$ cat src/rtl/nibble_sub_sched_if.sv
// Request/result bundle for the shared nibble-serial subtractor.
interface nibble_sub_sched_if #(
  parameter int unsigned WIDTH = 16
);
  logic             req0_valid;
  logic             req0_ready;
  logic [WIDTH-1:0] req0_a;
  logic [WIDTH-1:0] req0_b;
  logic             req1_valid;
  logic             req1_ready;
  logic [WIDTH-1:0] req1_a;
  logic [WIDTH-1:0] req1_b;
  logic             res_valid;
  logic             res_ready;
  logic [WIDTH-1:0] res_diff;
  logic             res_borrow;
  logic             res_id;
  logic             busy;

  modport master (
    output req0_valid, req0_a, req0_b, req1_valid, req1_a, req1_b, res_ready,
    input  req0_ready, req1_ready, res_valid, res_diff, res_borrow, res_id, busy
  );

  modport slave (
    input  req0_valid, req0_a, req0_b, req1_valid, req1_a, req1_b, res_ready,
    output req0_ready, req1_ready, res_valid, res_diff, res_borrow, res_id, busy
  );
endinterface

$ cat src/rtl/nibble_sub_sched.sv
// Two-requester round-robin scheduler around one 4-bit borrow-chained subtract
// stage; each WIDTH-bit subtract runs LSB nibble first, one nibble per clock.
module nibble_sub_sched #(
  parameter int unsigned WIDTH = 16
) (
  input  logic             clk,
  input  logic             rst_n,
  nibble_sub_sched_if.slave bus
);
  localparam int unsigned NIB = WIDTH / 4;
  localparam int unsigned IW  = (NIB > 1) ? $clog2(NIB) : 1;
  localparam int unsigned SW  = $clog2(WIDTH);

  typedef enum logic [1:0] {IDLE, RUN, DONE} state_t;

  state_t           state;
  logic [WIDTH-1:0] a_q;
  logic [WIDTH-1:0] b_q;
  logic [WIDTH-1:0] diff_q;
  logic             bin_q;
  logic [IW-1:0]    idx_q;
  logic             id_q;
  logic             rr_last;
  logic             res_valid_q;
  logic [WIDTH-1:0] res_diff_q;
  logic             res_borrow_q;
  logic             res_id_q;
  logic             busy_q;

  logic             rdy0;
  logic             rdy1;
  logic [SW-1:0]    lo;
  logic [4:0]       sub5;
  logic [WIDTH-1:0] diff_nx;

  // Grant logic: only in IDLE, and held low while reset is asserted.
  always_comb begin
    rdy0 = 1'b0;
    rdy1 = 1'b0;
    if (rst_n && state == IDLE) begin
      if (bus.req0_valid && bus.req1_valid) begin
        rdy0 = rr_last;
        rdy1 = ~rr_last;
      end else begin
        rdy0 = bus.req0_valid;
        rdy1 = bus.req1_valid;
      end
    end
  end

  // One nibble of the borrow chain, merged into the working difference.
  always_comb begin
    lo      = SW'({idx_q, 2'b00});
    sub5    = {1'b0, a_q[lo +: 4]} - {1'b0, b_q[lo +: 4]} - {4'b0000, bin_q};
    diff_nx = diff_q;
    diff_nx[lo +: 4] = sub5[3:0];
  end

  always_ff @(posedge clk or negedge rst_n) begin
    if (!rst_n) begin
      state        <= IDLE;
      a_q          <= '0;
      b_q          <= '0;
      diff_q       <= '0;
      bin_q        <= 1'b0;
      idx_q        <= '0;
      id_q         <= 1'b0;
      rr_last      <= 1'b1;
      res_valid_q  <= 1'b0;
      res_diff_q   <= '0;
      res_borrow_q <= 1'b0;
      res_id_q     <= 1'b0;
      busy_q       <= 1'b0;
    end else begin
      case (state)
        IDLE: begin
          if (rdy0 || rdy1) begin
            a_q     <= rdy1 ? bus.req1_a : bus.req0_a;
            b_q     <= rdy1 ? bus.req1_b : bus.req0_b;
            id_q    <= rdy1;
            rr_last <= rdy1;
            bin_q   <= 1'b0;
            idx_q   <= '0;
            busy_q  <= 1'b1;
            state   <= RUN;
          end
        end
        RUN: begin
          diff_q <= diff_nx;
          bin_q  <= sub5[4];
          idx_q  <= idx_q + IW'(1);
          if (idx_q == IW'(NIB - 1)) begin
            res_valid_q  <= 1'b1;
            res_diff_q   <= diff_nx;
            res_borrow_q <= sub5[4];
            res_id_q     <= id_q;
            state        <= DONE;
          end
        end
        DONE: begin
          if (bus.res_ready) begin
            res_valid_q <= 1'b0;
            busy_q      <= 1'b0;
            state       <= IDLE;
          end
        end
        default: state <= IDLE;
      endcase
    end
  end

  assign bus.req0_ready = rdy0;
  assign bus.req1_ready = rdy1;
  assign bus.res_valid  = res_valid_q;
  assign bus.res_diff   = res_diff_q;
  assign bus.res_borrow = res_borrow_q;
  assign bus.res_id     = res_id_q;
  assign bus.busy       = busy_q;
endmodule
$ cat src/flat_wrapper.sv
// flat-port wrapper written by rule: the top's interface ports become plain ports
module nibble_sub_sched_flat 
#(
  parameter int unsigned WIDTH = 16
)
  (clk, rst_n, bus_req0_valid, bus_req0_a, bus_req0_b, bus_req1_valid, bus_req1_a, bus_req1_b, bus_res_ready, bus_req0_ready, bus_req1_ready, bus_res_valid, bus_res_diff, bus_res_borrow, bus_res_id, bus_busy);
  nibble_sub_sched_if #(.WIDTH(WIDTH)) bus_i ();
  input  logic clk;
  input  logic rst_n;
  input wire logic [$bits(bus_i.req0_valid)-1:0] bus_req0_valid;
  input wire logic [$bits(bus_i.req0_a)-1:0] bus_req0_a;
  input wire logic [$bits(bus_i.req0_b)-1:0] bus_req0_b;
  input wire logic [$bits(bus_i.req1_valid)-1:0] bus_req1_valid;
  input wire logic [$bits(bus_i.req1_a)-1:0] bus_req1_a;
  input wire logic [$bits(bus_i.req1_b)-1:0] bus_req1_b;
  input wire logic [$bits(bus_i.res_ready)-1:0] bus_res_ready;
  output wire logic [$bits(bus_i.req0_ready)-1:0] bus_req0_ready;
  output wire logic [$bits(bus_i.req1_ready)-1:0] bus_req1_ready;
  output wire logic [$bits(bus_i.res_valid)-1:0] bus_res_valid;
  output wire logic [$bits(bus_i.res_diff)-1:0] bus_res_diff;
  output wire logic [$bits(bus_i.res_borrow)-1:0] bus_res_borrow;
  output wire logic [$bits(bus_i.res_id)-1:0] bus_res_id;
  output wire logic [$bits(bus_i.busy)-1:0] bus_busy;
  assign bus_i.req0_valid = bus_req0_valid;
  assign bus_i.req0_a = bus_req0_a;
  assign bus_i.req0_b = bus_req0_b;
  assign bus_i.req1_valid = bus_req1_valid;
  assign bus_i.req1_a = bus_req1_a;
  assign bus_i.req1_b = bus_req1_b;
  assign bus_i.res_ready = bus_res_ready;
  assign bus_req0_ready = bus_i.req0_ready;
  assign bus_req1_ready = bus_i.req1_ready;
  assign bus_res_valid = bus_i.res_valid;
  assign bus_res_diff = bus_i.res_diff;
  assign bus_res_borrow = bus_i.res_borrow;
  assign bus_res_id = bus_i.res_id;
  assign bus_busy = bus_i.busy;
  nibble_sub_sched #(.WIDTH(WIDTH)) u_core (.clk(clk), .rst_n(rst_n), .bus(bus_i));
endmodule
$ cat config.mk
export PLATFORM = sky130hd
export DESIGN_NAME = nibble_sub_sched_flat
export DESIGN_NICKNAME = d
export VERILOG_FILES = /design/src/rtl/nibble_sub_sched_if.sv /design/src/rtl/nibble_sub_sched.sv /design/src/flat_wrapper.sv
export SDC_FILE = /design/constraint.sdc
export NUM_CORES = 1
export LEC_CHECK = 0
export ABC_AREA = 1
export CAP_MARGIN = 40
export CORE_MARGIN = 3
export CORE_UTILIZATION = 30
export DETAILED_ROUTE_END_ITERATION = 12
export PLACE_DENSITY_LB_ADDON = 0.25
export SYNTH_ARGS = -nofsm -noshare
export SYNTH_HDL_FRONTEND = slang
export SYNTH_SLANG_ARGS = --single-unit
export TNS_END_PERCENT = 20
$ cat constraint.sdc
create_clock -name clk -period 4.35 [get_ports clk]
set_clock_uncertainty 0.05 [all_clocks]
set_input_delay 0.87 -clock clk [delete_from_list [all_inputs] [get_ports clk]]
set_output_delay 0.87 -clock clk [all_outputs]
set_load 0.05 [all_outputs]
# Yosys cells after proc, flatten, opt, wreduce, memory -nomap -nowiden
# Index checks and enable logic that the tools add are counted.
dict set report totals {
  word_cells 61
  regBits 75
  out_inout_bits 22
}
dict set report op_classes {
  shift 4
  bitwise 1
  reduce_logical 13
  n_addsub 4
  muxes 20
  eq_ne 6
}
# operator count
set op_table {}
lappend op_table {{16-bit two-way mux} 2}
lappend op_table {{16-bit by 5-bit variable part select with 4-bit output} 2}
lappend op_table {{16-bit bitwise mux} 1}
lappend op_table {{4-bit by 6-bit variable shift with 16-bit output, first input constant} 1}
lappend op_table {{4-bit by 6-bit variable part select with 16-bit output} 1}
lappend op_table {{3-bit AND reduction} 3}
lappend op_table {{1-bit two-way mux} 8}
lappend op_table {{2-bit two-way mux} 4}
lappend op_table {{4-bit negation with 6-bit output} 1}
lappend op_table {{1-bit case mux with 2 select lines} 3}
lappend op_table {{2-bit case mux with 3 select lines} 1}
lappend op_table {{2-bit AND reduction} 3}
lappend op_table {{2-bit nonzero test} 3}
lappend op_table {{4-bit by 4-bit subtractor with 5-bit output} 1}
lappend op_table {{5-bit by 1-bit subtractor with 5-bit output} 1}
lappend op_table {{2-bit == test, second input constant} 2}
lappend op_table {{2-bit inequality test, second input constant} 2}
lappend op_table {{2-bit case mux with 2 select lines} 1}
lappend op_table {{2-bit by 1-bit adder with 2-bit output, second input constant} 1}
lappend op_table {{2-bit by 1-bit == test with 1-bit output, second input constant} 1}
lappend op_table {{1-bit logical AND} 2}
lappend op_table {{2-bit zero test} 1}
lappend op_table {{2-bit by 1-bit inequality test with 1-bit output, second input constant} 1}
lappend op_table {{1-bit logical OR} 1}
lappend op_table {{1-bit NOT} 1}

# Logic depth before layout (Yosys ltp)
# Gate-level depths: netlist (run 1).
dict set report depth {
  word_depth 6
  ltp_mapped 15
  ltp_nobuf 13
}

# Least setup slack after synthesis (run 1)
# OpenSTA, ideal clock, no wires.
dict set report synth_timing {
  path_kind {register -> register}
  from {reg u_core.idx_q[0]}
  to {reg u_core.diff_q[5]}
  required_time_ns 4.217
  n_path_buf 2
  stages_incl_launch_ff 14
  path_slack_ns 1.545
  arrival_ns 2.672
  setup_time_ns 0.083
  period_less_slack_ns 2.805
  path_cell_list {dfrtp_1 > buf_2 > inv_2 > buf_1 > nand2_1 > a32o_1 > fa_1 > inv_1 > fa_1 > nor2_1 > nand2_1 > o21ai_0 > inv_1 > o21ai_0}
}
dict set report synth_via {
  elab_chain_cells 5
  elab_cells_between_ends 8
  cone_classes {add/sub (3); shift (4); mux (1)}
}
# item line_no
set synth_rtl {}
lappend synth_rtl {{from (decl)} nibble_sub_sched.sv:21} ;# logic [IW-1:0] idx_q;
lappend synth_rtl {{from (signal assigned)} nibble_sub_sched.sv:91} ;# idx_q <= idx_q + IW'(1);
lappend synth_rtl {{16-bit by 5-bit variable part select with 4-bit output} nibble_sub_sched.sv:54} ;# sub5 = {1'b0, a_q[lo +: 4]} - {1'b0, b_q[lo +: 4]} - {4'b0000, bin_q};
lappend synth_rtl {{4-bit by 4-bit subtractor with 5-bit output} nibble_sub_sched.sv:54}
lappend synth_rtl {{5-bit by 1-bit subtractor with 5-bit output} nibble_sub_sched.sv:54}
lappend synth_rtl {{4-bit by 6-bit variable part select with 16-bit output} nibble_sub_sched.sv:56} ;# diff_nx[lo +: 4] = sub5[3:0];
lappend synth_rtl {{16-bit bitwise mux (*)} nibble_sub_sched.sv:56}
lappend synth_rtl {{to (signal assigned)} nibble_sub_sched.sv:89} ;# diff_q <= diff_nx;
lappend synth_rtl {{to (decl)} nibble_sub_sched.sv:19} ;# logic [WIDTH-1:0] diff_q;
# Mark *: on every way between the ends. The rest lies on a longest branch, timed or not.
# A chain may end at the register's enable or synchronous reset.

# Final worst setup path (run 1)
dict set report layout_timing {
  from {in bus_req0_valid}
  to {out bus_req0_ready}
}
dict set report layout_via {
  elab_chain_cells 3
}
# item line_no
set layout_rtl {}
lappend layout_rtl {{from (decl)} flat_wrapper.sv:10} ;# input wire logic [$bits(bus_i.req0_valid)-1:0] bus_req0_valid;
lappend layout_rtl {{1-bit logical AND} nibble_sub_sched.sv:41} ;# if (bus.req0_valid && bus.req1_valid) begin
lappend layout_rtl {{1-bit two-way mux (*)} nibble_sub_sched.sv:41}
lappend layout_rtl {{1-bit two-way mux (*)} nibble_sub_sched.sv:40} ;# if (rst_n && state == IDLE) begin
lappend layout_rtl {{to (decl)} flat_wrapper.sv:17} ;# output wire logic [$bits(bus_i.req0_ready)-1:0] bus_req0_ready;
# Marked as above.

==> impl_metrics.py, run 1 <==
metrics = {
    "floorplanning": {
        "start_util_pct": 31.1,
        "dieArea_mm2": 0.0140,
        "dieHeight_um": 118,
        "ioPinCount": 91,
        "core-area_mm2": 0.0122,
        "fp.dieW_um": 118,
        "fp-row-count": 40,
    },
    "cts": {
        "cts_tree": "done",
        "clk_path_buf_depth": 2,
        "clkLatencyLatePin_ps": 330,
        "clk_pin_slew_ps": 50,
        "cts_setup_buffers": 0,
        "root_buffer": "clkbuf_16",
        "cts_hold_buf": 0,
        "clock-sinks": 75,
        "cts_resized": 0,
        "cts_made_buffers": 9,
        "htreeDepth": 3,
    },
    "setup_path": {
        "cp-start-kind": "primary input",
        "path_max_fanout": 3,
        "end_kind": "primary output",
        "critPathArrivalTime_ps": 2430,
        "reg2reg_from": "u_core.idx_q[1]",
        "reg2reg_to": "u_core.diff_q[5]",
        "setup.worst_path.class": "primary input to primary output",
        "regToRegSetupSlack_ps": 1320,
        "reg2reg_depth": 11,
        "cp.required_ps": 3430,
    },
    "power": {
        "switchingPower_w": 0.00179,
        "clkPwrFrac_pct": 19.9,
        "power.density_mw_per_mm2": 782,
        "p_int_w": 0.00227,
        "p_sw_share_pct": 44.1,
        "p_comb_share_pct": 51.1,
        "seqPwrFrac_pct": 29.0,
        "vdd_drop_max_mv": 0.326,
        "p_leak_nw": 2.35,
    },
    "layout": {
        "post-route-cell-area_mm2": 0.00518,
        "drive_gt1_share_pct": 6.00,
        "antenna_cells": 0,
        "area_growth_pct": 36.6,
        "fin_nets": 643,
        "final_util_pct": 42.5,
        "fill_cells": 1258,
    },
    "logic_synthesis": {
        "synth.distinct_cells": 30,
        "synth_seq_area_share_pct": 49.5,
        "synth_top_cells_by_area": "dfrtp_1 (49%), nand2_1 (17%), a31oi_1 (5.3%)",
        "synth.top_cell.area_share_pct": 48.8,
        "yosys_warnings": 0,
        "syn_area_per_cell_um2": 7.93,
        "ys_seq_elements": 75,
        "syn_area_mm2": 0.00380,
        "yosysTopAreaCell": "dfrtp_1",
        "synth_cells": 479,
        "synth.net_count": 560,
    },
    "timing": {
        "relSlewSlack_pct": 54.3,
        "rsz0062_at_grt": "false",
        "fin_crit_ps": 3350,
        "hold_violations": 0,
        "timing_worst_slew_pin_value_ps": 685,
        "clock.fmax_mhz": 298,
        "fin_crit_sh_pct": 77.1,
        "setup_tns_ps": 0,
        "slew_viol_final": 0,
        "holdWs_ps": 425,
        "finalSetupViolCount": 0,
    },
    "placement": {
        "place_area_mm2": 0.00486,
        "finalWeightedCongestion": 0.862,
        "dp_hpwl_um": 7110,
        "io_buffers": 90,
    },
    "min_path": {
        "min_path_type": "register to register",
        "hold_path_end": "u_core.bus.res_diff[15]",
        "min_from": "u_core.bus.res_diff[15]",
        "hold_depth": 2,
    },
    "detailed_routing": {
        "dr.pass1.iters": 5,
        "totalWireLength_um": 9300,
        "vias_per_cell": 4.47,
        "dr_total_vias": 3287,
        "routedWlPerCell_um": 12.7,
        "ant_nets": 0,
        "remaining_drc_errors": 0,
        "drt_iter0_markers": 176,
    },
    "grt": {
        "grt_max_degree": 48,
        "grt_pass1_vias": 3451,
        "antenna_found_initial": 0,
        "grt-ovfl-total": 0,
        "grtUsageTotal_pct": 14.1,
        "grt_pass1_wl_um": 16400,
    },
    "run_status": {
        "status": "finished clean",
    },
    "flow_run": {
        "max_cap_violations": 0,
    },
}
-- cell usage in the layout (no fill, tap or decap), drive strengths merged, types with 2 or more instances in the layout --
cell type	count
o22ai	9
clkdlybuf4s50	88
nand4	3
o21ai	40
dfrtp	74
bufinv	2
clkbuf	12
clkinv	2
buf	8
a31oi	32
fa	2
ha	10
nor2	47
nand2	173
a21oi	6
nand3	8
a32o	3
inv	42
-- critical path: stages --
cell and delay [ps]:
clkdlybuf4s50_1 500, nand2_1 100, nor2_4 130, clkdlybuf4s50_1 820
-- cells in the mapped netlist (all sizes together) --
cell type / instances
a21oi: 6
a31oi: 32
a32o: 3
a32oi: 1
buf: 13
clkbuf: 11
clkinv: 1
dfrtp: 74
dfstp: 1
fa: 2
ha: 10
inv: 42
nand2: 173
nand3: 8
nand4: 3
nor2: 47
o21ai: 40
o22ai: 9
o32ai: 1
xnor2: 1
xor2: 1
-- how the worst max path moves through the flow --
stage	startpoint	to	cells past startpoint
floorplan	u_core.idx_q[0]	u_core.diff_q[5]	13
CTS	bus_req0_valid	bus_req0_ready	4
finish	bus_req0_valid	bus_req0_ready	4
global route	bus_req0_valid	bus_req0_ready	4
global placement	bus_req1_valid	u_core.b_q[13]	10
detailed placement	bus_req1_valid	u_core.b_q[3]	10
-- power groups by stage --
stage	Sequential, W	Clock, W	Combinational [W]
final	0.00118	0.000808	0.00207
after global routing	0.00121	0.000856	0.00235
after CTS	0.00118	0.000822	0.00210
after detailed placement	0.00119	0	0.00209
after global placement	0.00118	0	0.00205
after floorplan	0.00137	0	0.00127
-- per-stage QoR --
stage          instances  worst slack (ps)  total power [W]
6_report             735               998          0.00405
2_1_floorplan        479              1540          0.00265
3_3_place_gp         718               963          0.00322
3_5_place_dp         719               914          0.00328
4_1_cts              735               980          0.00410
5_1_grt              735               947          0.00442
-- metal layers --
metal / share of wire, % / vias to the layer above / GRT usage [%]
met4: 1.3 / 0 / 3.84
met2: 50 / 66 / 25.0
met1: 45 / 1494 / 17.4
li1: - / 1715 / -
met5: 0 / - / 0
met3: 3.3 / 12 / 3.01
-- final cells by class --
cell class / count / area (um2) / area share (%)
inverters: 43 / 164 / 3.16
well taps: 168 / 210 / 4.05
clock buffers: 12 / 256 / 4.95
clock inverters: 4 / 72.6 / 1.40
repair buffers: 96 / 973 / 18.8
flip-flops and latches: 75 / 1880 / 36.2
multi-input cells: 337 / 1630 / 31.4
-- cells by family (layout without fill, tap and decap cells) --
kind of cell               after synthesis  in the layout  share of synthesized area, %
and+or+nand+nor                        231            231                          24.0
AOI/OAI and AO/OA                       92             92                          14.2
DFF                                     75             75                          49.5
buffers and inverters                   67            155                          7.58
adders and majority gates               12             12                          4.35
xor gates and xnor gates                 2              2                         0.462
-- registers in the layout, indices dropped and copies added (netlist names) --
signal                 flops
u_core.a_q                16
u_core.b_q                16
u_core.bin_q               1
u_core.bus.busy            1
u_core.bus.res_borrow      1
u_core.bus.res_diff       16
u_core.bus.res_id          1
u_core.bus.res_valid       1
u_core.diff_q             16
u_core.id_q                1
u_core.idx_q               2
u_core.rr_last             1
u_core.state               2
Power figures use the tool's default switching activity.
==> run 2, diff against run 1 <==
==> constraint.sdc (replaced) <==
create_clock -name clk -period 3.1 [get_ports clk]
set_clock_uncertainty 0.05 [all_clocks]
set_input_delay 0.62 -clock clk [delete_from_list [all_inputs] [get_ports clk]]
set_output_delay 0.62 -clock clk [all_outputs]
set_load 0.05 [all_outputs]
==> run 2 against run 1 <==
  * Global-route usage is 0.32 points higher
  * First-iteration DRC count increased by 34%
  * Clock power rose by 19%
  * Critical path depth increased by 8
  * Non-clock buffer count is 6 higher
  * Clock-buffer cell count up 2
  * Register-to-register slack worse by 860 ps
  * Final cell count up 0.82%
  * Via count grew 1.8%
  * Design area is 0.24% higher
  * Worst hold slack worse by 240 ps
  * Largest power group unchanged
  * Combinational power grew 43%
  * Critical path type is now register to register
==> impl_metrics.py, run 2 (synthesis results as in run 1) <==
metrics = {
    "floorplanning": {
        "start_util_pct": 31.1,
        "dieArea_mm2": 0.0140,
        "dieHeight_um": 118,
        "core-area_mm2": 0.0122,
        "fp.dieW_um": 118,
        "ioPinCount": 91,
        "fp-row-count": 40,
    },
    "setup_path": {
        "crit_path_top_delay_cell": "dfrtp_1",
        "setup.worst_path.class": "register to register",
        "path_buf_inv": 3,
        "cp-start-kind": "register",
        "crit_path_max_incr_delay_ps": 550,
        "path_max_fanout": 12,
        "end_kind": "register",
        "critical_path.cell_chain": "buf_4 -> nor2_1 -> o22ai_1 -> fa_1 -> inv_1 -> fa_1 -> xor2_1 -> nor2_1 -> nand2_1 -> o21ai_0 -> inv_1 -> o21ai_0",
        "cp.required_ps": 3290,
        "path_delay_family": "adder cells",
        "critPathArrivalTime_ps": 2830,
    },
    "placement": {
        "pre_cts_ws_ps": 465,
        "io_buffers": 90,
        "finalWeightedCongestion": 0.854,
        "dp_cells": 725,
        "dp_hpwl_um": 7440,
    },
    "grt": {
        "grtUsageTotal_pct": 14.4,
        "grt-ovfl-total": 0,
        "grt_pass1_wl_um": 16500,
        "grt_pass1_vias": 3379,
        "antenna_found_initial": 0,
        "grt_max_degree": 67,
    },
    "layout": {
        "layout_commonest_cell": "nand2_1",
        "layout_common_cells": "nand2_1 (171), clkdlybuf4s50_1 (87), dfrtp_1 (74)",
        "area_growth_pct": 36.9,
        "multi_input_comb_area_mm2": 0.00163,
        "final_util_pct": 42.6,
        "fin_nets": 649,
        "ff_latch_area_mm2": 0.00188,
        "drive_gt1_share_pct": 6.81,
        "layout.cells.non_filler": 741,
        "fill_cells": 1300,
        "antenna_cells": 0,
    },
    "timing": {
        "timing_worst_slew_pin_value_ps": 511,
        "fin_ws_ps": 457,
        "finalSetupViolCount": 0,
        "rsz0062_at_grt": "false",
        "hold_violations": 0,
        "slew_viol_final": 0,
        "setup_tns_ps": 0,
        "relSlewSlack_pct": 65.8,
        "fin_crit_sh_pct": 85.3,
        "clock.fmax_mhz": 378,
        "fin_crit_ps": 2640,
    },
    "cts": {
        "cts_resized": 0,
        "cts_hold_buf": 0,
        "clk_path_buf_depth": 2,
        "clock-sinks": 75,
        "htreeDepth": 3,
        "clkLatencyLatePin_ps": 330,
        "clk_pin_slew_ps": 60,
        "root_buffer": "clkbuf_16",
        "cts_made_buffers": 9,
        "cts_tree": "done",
        "cts_setup_buffers": 0,
    },
    "detailed_routing": {
        "dr_wl_met2_um": 4690,
        "dr_total_vias": 3345,
        "remaining_drc_errors": 0,
        "wl_met3_um": 380,
        "drt_iter0_markers": 235,
        "routedWlPerCell_um": 13.1,
        "top_layer_used": "met4",
        "totalWireLength_um": 9740,
        "ant_nets": 0,
        "wl_met1_um": 4560,
        "dr.pass1.iters": 4,
        "vias_per_cell": 4.51,
    },
    "power": {
        "seqPwrFrac_pct": 29.8,
        "p_leak_nw": 2.36,
        "power.density_mw_per_mm2": 1070,
        "p_int_w": 0.00306,
        "p_comb_share_pct": 53.0,
        "vdd_drop_max_mv": 0.387,
        "clkPwrFrac_pct": 17.2,
        "switchingPower_w": 0.00251,
        "p_sw_share_pct": 45.0,
    },
    "flow_run": {
        "max_cap_violations": 0,
    },
    "run_status": {
        "status": "finished clean",
    },
    "min_path": {
        "min_path_type": "primary input to asynchronous set/reset pin",
    },
}
## run 2: cell count changes in the layout (fill, tap and decap cells not counted), moves of 2 or more
cell | before | now
buf_4 | 6 | 11
buf_12 | 1 | 3
bufinv_16 | 2 | 0
clkbuf_1 | 1 | 3
## run 2: cell type report
cell class	instances	share of cell area (%)
Clock inverter	2	0.193
Clock buffer	14	5.08
Multi-Input combinational cell	337	31.4
Timing Repair Buffer	102	20.0
Tap cell	168	4.04
Sequential cell	75	36.1
Inverter	43	3.15
## run 2: worst paths after layout
path	from	endpoint	slack, ps	cells past startpoint
min in group clk	u_core.bus.res_diff[1]	u_core.bus.res_diff[1]	430	2
worst max-delay path	u_core.idx_q[0]	u_core.diff_q[6]	460	12
worst min register to register	u_core.bus.res_diff[1]	u_core.bus.res_diff[1]	430	2
worst min-delay path	rst_n	u_core.a_q[3]	180	2
worst max register to register	u_core.idx_q[0]	u_core.diff_q[6]	460	12
max in group asynchronous	rst_n	u_core.b_q[12]	2260	3
## run 2: power groups by stage
stage	registers, W	clock network (W)	logic [W]
finish	0.00166	0.000961	0.00295
global route	0.00171	0.00103	0.00332
CTS	0.00167	0.000982	0.00298
detailed placement	0.00168	0	0.00297
global placement	0.00167	0	0.00292
floorplan	0.00193	0	0.00179
## run 2: metal layers
| layer | vias up | GRT usage (%) |
|---|---|---|
| met4 | 0 | 4.92 |
| met2 | 74 | 24.0 |
| met1 | 1530 | 18.8 |
| met5 | - | 0 |
| li1 | 1733 | - |
| met3 | 8 | 2.97 |
## run 2: metrics by stage
stage | hold slack (ps) | total power, W | cell area [um2]
after CTS | 175 | 0.00562 | 5200
final | 183 | 0.00557 | 5200
after floorplan | 274 | 0.00372 | 3800
after global placement | 412 | 0.00459 | 4900
after detailed placement | 420 | 0.00465 | 4920
after global routing | 178 | 0.00606 | 5200
## run 2: worst reg2reg max path: cells and delay by family (launching register included)
family                     cells  cell delay, ps
adders and majority gates      2             660
xor gates and xnor gates       1             170
and+or+nand+nor                3             300
AOI/OAI and AO/OA              3             470
DFF                            1             550
buffers and inverters          3             350
